$ cat config.mk
export PLATFORM = sky130hd
export DESIGN_NAME = recip_dispatch
export DESIGN_NICKNAME = d
export VERILOG_FILES = /design/src/rtl/gs_pkg.sv /design/src/rtl/recip_regfile.sv /design/src/rtl/recip_dispatch.sv
export SDC_FILE = /design/constraint.sdc
export NUM_CORES = 1
export LEC_CHECK = 0
export ABC_AREA = 0
export CORE_MARGIN = 2
export CORE_UTILIZATION = 40
export DETAILED_ROUTE_END_ITERATION = 10
export GPL_TIMING_DRIVEN = 1
export PLACE_DENSITY = 0.62
export SYNTH_ARGS = -nofsm -noshare
export SYNTH_HDL_FRONTEND = slang
export SYNTH_SLANG_ARGS = --single-unit
$ cat constraint.sdc
create_clock -name i_clk -period 3.7 [get_ports i_clk]
set_input_delay 0.37 -clock i_clk [delete_from_list [all_inputs] [get_ports i_clk]]
set_output_delay 0.37 -clock i_clk [all_outputs]
set_load 0.005 [all_outputs]
$ cat src/rtl/gs_pkg.sv
// Shared widths, saturation constant and FSM state encoding for the
// Gauss-Seidel reciprocal dispatch slice.
package gs_pkg;

  localparam int GS_DW = 8;
  localparam int GS_QW = 32;
  localparam logic [31:0] RCP_SAT = 32'h7FFF_FFFF;

  typedef enum logic [2:0] {
    ST_IDLE,
    ST_CLEAR,
    ST_ISSUE,
    ST_STORE,
    ST_DONE
  } state_e;

endpackage

$ cat src/rtl/recip_regfile.sv
// N x QW result store: synchronous write, asynchronous read, synchronous clear.
// A same-cycle write and read of one entry returns the old contents.
module recip_regfile
  import gs_pkg::*;
#(
  parameter int N  = 16,
  parameter int QW = GS_QW,
  parameter int AW = $clog2(N)
) (
  input  logic          i_clk,
  input  logic          i_clr,
  input  logic          i_we,
  input  logic [AW-1:0] i_waddr,
  input  logic [QW-1:0] i_wdata,
  input  logic [AW-1:0] i_raddr,
  output logic [QW-1:0] o_rdata
);

  logic [QW-1:0] mem_q [N];
  logic [QW-1:0] mem_d [N];

  always_comb begin
    mem_d = mem_q;
    if (i_we) mem_d[i_waddr] = i_wdata;
  end

  always_ff @(posedge i_clk) begin
    if (i_clr) begin
      for (int i = 0; i < N; i++) mem_q[i] <= '0;
    end else begin
      mem_q <= mem_d;
    end
  end

  assign o_rdata = mem_q[i_raddr];

endmodule

$ cat src/rtl/recip_dispatch.sv
// Initiator side of the reciprocal-unit handshake: one clear+request per coefficient,
// results stored by index. Optional watchdog enabled by macro RCP_TIMEOUT_EN.
module recip_dispatch
  import gs_pkg::*;
#(
  parameter int N_COEF  = 16,
  parameter int DW      = GS_DW,
  parameter int QW      = GS_QW,
  parameter int TIMEOUT = 63,
  localparam int AW     = $clog2(N_COEF)
) (
  input  logic                 i_clk,
  input  logic                 i_reset,
  input  logic                 i_coef_valid,
  output logic                 o_coef_ready,
  input  logic signed [DW-1:0] i_coef,
  output logic                 o_rcp_reset,
  output logic                 o_rcp_valid,
  output logic signed [DW-1:0] o_rcp_divisor,
  input  logic                 i_rcp_valid,
  input  logic        [QW-1:0] i_rcp_quotient,
  input  logic        [AW-1:0] i_rd_addr,
  output logic        [QW-1:0] o_rd_data,
  output logic                 o_done,
`ifdef RCP_TIMEOUT_EN
  output logic                 o_tmo_err,
`endif
  output logic                 o_zero_err
);

  localparam logic [QW-1:0] SAT      = QW'(RCP_SAT);
  localparam logic [AW-1:0] LAST_IDX = AW'(N_COEF - 1);

  state_e                state_q, state_d;
  logic [AW-1:0]         idx_q, idx_d;
  logic signed [DW-1:0]  div_q, div_d;
  logic [QW-1:0]         data_q, data_d;
  logic                  zero_q, zero_d;
  logic                  wr_en;
`ifdef RCP_TIMEOUT_EN
  localparam logic [5:0] TMO_LAST = 6'(TIMEOUT - 1);
  logic [5:0]            wdog_q, wdog_d;
  logic                  tmo_q, tmo_d;
`endif

  always_comb begin
    state_d = state_q;
    idx_d   = idx_q;
    div_d   = div_q;
    data_d  = data_q;
    zero_d  = zero_q;
    wr_en   = 1'b0;
`ifdef RCP_TIMEOUT_EN
    wdog_d  = wdog_q;
    tmo_d   = tmo_q;
`endif
    case (state_q)
      ST_IDLE: begin
        if (i_coef_valid) begin
          div_d = i_coef;
          // A zero divisor never reaches the unit; saturate directly.
          if (i_coef == '0) begin
            data_d  = SAT;
            zero_d  = 1'b1;
            state_d = ST_STORE;
          end else begin
            state_d = ST_CLEAR;
          end
        end
      end
      ST_CLEAR: begin
        state_d = ST_ISSUE;
`ifdef RCP_TIMEOUT_EN
        wdog_d  = '0;
`endif
      end
      ST_ISSUE: begin
        if (i_rcp_valid) begin
          data_d  = i_rcp_quotient;
          state_d = ST_STORE;
        end
`ifdef RCP_TIMEOUT_EN
        else if (wdog_q == TMO_LAST) begin
          data_d  = SAT;
          tmo_d   = 1'b1;
          state_d = ST_STORE;
        end else begin
          wdog_d  = wdog_q + 6'd1;
        end
`endif
      end
      ST_STORE: begin
        wr_en   = 1'b1;
        idx_d   = idx_q + 1'b1;
        state_d = (idx_q == LAST_IDX) ? ST_DONE : ST_IDLE;
      end
      ST_DONE: ;
      default: state_d = ST_IDLE;
    endcase
  end

  always_ff @(posedge i_clk) begin
    if (i_reset) begin
      state_q <= ST_IDLE;
      idx_q   <= '0;
      div_q   <= '0;
      zero_q  <= 1'b0;
`ifdef RCP_TIMEOUT_EN
      wdog_q  <= '0;
      tmo_q   <= 1'b0;
`endif
    end else begin
      state_q <= state_d;
      idx_q   <= idx_d;
      div_q   <= div_d;
      zero_q  <= zero_d;
`ifdef RCP_TIMEOUT_EN
      wdog_q  <= wdog_d;
      tmo_q   <= tmo_d;
`endif
    end
  end

  // Captured result needs no reset: it is only written to the regfile from STORE.
  always_ff @(posedge i_clk) begin
    data_q <= data_d;
  end

  // Outputs are gated by i_reset so an abort takes effect in the same cycle.
  assign o_coef_ready  = (state_q == ST_IDLE)  && !i_reset;
  assign o_rcp_reset   = (state_q == ST_CLEAR) ||  i_reset;
  assign o_rcp_valid   = (state_q == ST_ISSUE) && !i_reset;
  assign o_rcp_divisor = i_reset ? '0 : div_q;
  assign o_done        = (state_q == ST_DONE)  && !i_reset;
  assign o_zero_err    = zero_q && !i_reset;
`ifdef RCP_TIMEOUT_EN
  assign o_tmo_err     = tmo_q && !i_reset;
`endif

  recip_regfile #(
    .N  (N_COEF),
    .QW (QW),
    .AW (AW)
  ) u_regfile (
    .i_clk   (i_clk),
    .i_clr   (i_reset),
    .i_we    (wr_en),
    .i_waddr (idx_q),
    .i_wdata (data_q),
    .i_raddr (i_rd_addr),
    .o_rdata (o_rd_data)
  );

endmodule
==> metrics.txt <==
ANT nets after route=0; CP dominant cell by count=clkdlybuf4s50_1; Final min period=2984 ps; RSZ-0062 raised after global routing=false; total number of vias=22,474; via/cell ratio=6.358; routed len/inst=between 20 and 25 um; GPL Wtd Cong=0.7547; cell row count=91; final hold vios=0; Sw Share=between 20% and 30%; Crit. End Element=primary output; TritonCTS Buffers=58; Synth cell types=39; worst path required time=roughly 3300 ps; Yosys top cell area share=42.02%; first-iteration detailed-routing DRC count=2,903; CP Depth=6; Hold Slack=between 150 and 200 ps; DR pass1 iterations=7; worst path bufs/invs=3; Worst Clk Skew=36.58 ps; Pwr Total=12.83 mW; power per cell area=453.6 nW/um2; H-tree levels=2; syn nets=2,899; post-route clock period utilization=80.65%; layout cell share with drive strength beyond 1=10.93%; diodes inserted=0; worst-skew pair later-pin latency=640 ps; CTS root buf=clkbuf_16; first-pass GRT wire length=124.4 mm; min-delay src=i_reset; pin count of the biggest net entering global routing=253; Initial Util=40.61%; clock share of power=46.3%; Crit path largest cell delay=~560 ps; Slowest cell on crit path=clkdlybuf4s50_1; Post-DP HPWL=41.55 mm; Synth top cells by count=dfxtp_1, a21oi_1, nand3_1; Fmax=between 300 and 400 MHz; post-CTS setup buffer count=0; Area contributors post-synth=dfxtp_1, mux4_2, a21oi_1; initial antenna violation count=0; Die X=between 200 and 300 um; Hold-fix buffers, CTS=0; family with the most delay on the worst path=buffers and inverters; CTS tree=yes; Worst slew margin=between 10% and 20%; Hold Crit Depth=2; final setup vio count=0; syn_area_per_cell=8.836 um2; Netlist Area Pre-Place=25,160 um2; register area share after synthesis=a little under half; CP Launch Point=i_rd_addr[2]; core box area=61,940 um2; number of synthesized flops with an enable pin=32; Slew Limit Fails=0; Syn Inst Count=2,847; I/O Buffers=92; gr ovfl total=0; vias in the first global route=21,861; worst slack at placement=744.5 ps; Reg2Reg Depth=5; internal power=9.756 mW; ys flop type=dfxtp_1; setup TNS=0 ps; Pleak=approximately 8.6 nW; outcome=finished clean; Reg clk slew, reported paths=60 ps; crit path launch type=input pin; wirelength, routed=80.25 mm; Residual DRC=0; count leader, synth=dfxtp_1; worst r2r src=idx_q[2]; chip height=254.8 um; clk sink count=560; ys async rst share=0%; CP cell instances=clkdlybuf4s50_1 > nor2_4 > buf_4 > a22oi_1 > nand2_1 > clkdlybuf4s50_1; # fillers=~6,000; Critical Path AT=2610 ps; CP Class=in -> out; clock buffer depth=3; fin nets=roughly 2,700; PostCTS Resize Cnt=0; register bit total from synthesis=560; Worst Path Max Fanout=12; die area=64,910 um2; post-route setup slack=715.8 ps; Psw=3.076 mW; IO Pins=93; combinational power share=roughly 5.5%; sequential power share=roughly 48%; Global Route Usage Sum=24.20%; actual slew at the worst max-slew pin=1201 ps; Synth area leader=dfxtp_1; worst min path class=in -> reg; Layout Area Growth over Synthesis=12.45%; Peak supply drop=316.2 uV; Synth Warn #=0; number of max-cap violations=0
-- power groups by stage --
| stage | clock network [mW] | logic [mW] | registers [mW] |
|---|---|---|---|
| after floorplan | 0 | 0.466 | 6.25 |
| after global placement | 0 | 0.690 | 6.32 |
| after detailed placement | 0 | 0.698 | 6.32 |
| after CTS | 6.01 | 0.699 | 6.18 |
| after global routing | 6.25 | 0.742 | 6.19 |
| final | 5.94 | 0.706 | 6.19 |
-- placed cells by master, fill, tap and decap left out, types with 3 or more instances in the layout --
| cell type | instances |
|---|---|
| nand2b_1 | 32 |
| dfxtp_1 | 528 |
| clkdlybuf4s50_1 | 89 |
| and2_4 | 4 |
| nand2_4 | 4 |
| nand4b_1 | 3 |
| edfxtp_1 | 32 |
| nand3_1 | 513 |
| nor4_1 | 3 |
| buf_4 | 28 |
| a22oi_1 | 64 |
| ha_1 | 4 |
| a21oi_1 | 522 |
| nand2_1 | 49 |
| clkinv_2 | 9 |
| nor2b_1 | 10 |
| nor2_1 | 6 |
| o21ai_0 | 388 |
| clkbuf_16 | 61 |
| mux4_2 | 128 |
| buf_12 | 26 |
| clkbuf_8 | 15 |
| clkbuf_1 | 19 |
| o21ai_1 | 125 |
-- stage by stage --
step / instance area [um2] / utilization [%] / std cells
detailed placement: 26360 / 42.55 / 3428
floorplan: 25160 / - / 2847
CTS: 28290 / 45.67 / 3535
global placement: 26360 / 42.55 / 3428
global route: 28290 / 45.67 / 3535
finish: 28290 / 45.67 / 3535
-- per-layer routing --
metal / vias to the layer above / part of all wire, % / GRT usage, %
li1: 9999 / - / -
met1: 11198 / 42 / 32.99
met2: 1143 / 47 / 38.68
met3: 134 / 8.7 / 4.338
met4: 0 / 2.4 / 8.354
met5: - / 0 / 0
-- layout make-up --
type	count	area, um2	area share [%]
Multi-Input combinational cell	1883	12110	42.80
Sequential cell	560	11530	40.76
Clock buffer	94	1790	6.329
Timing Repair Buffer	146	1662	5.874
Tap cell	837	1047	3.702
Clock inverter	13	142.6	0.5042
Inverter	2	7.507	0.02654
-- path summary, 6_finish.rpt --
path | end | slack, ps
setup reg to reg | u_regfile.mem_q[211] | 1120
hold / removal | zero_q | 190
setup / recovery | o_rd_data[23] | 720
hold reg to reg | div_q[7] | 450
-- state kept, by name (all words and copies together), names as in the netlist --
register         flops
u_regfile.mem_q    512
div_q                8
idx_q                4
state_q              3
zero_q               1
data_q              32
-- cell families after synthesis --
| logic type | synth area share, % |
|---|---|
| AO/OA/AOI/OAI | 22.69 |
| AND/OR/NAND/NOR | 13.12 |
| flip-flops | 45.84 |
| buffers and inverters | 6.580 |
| multiplexers | 11.50 |
| adder cells (fa/ha/maj) | 0.1990 |
| XOR/XNOR | 0.06965 |
No activity file was read; power rests on OpenSTA's default activity.
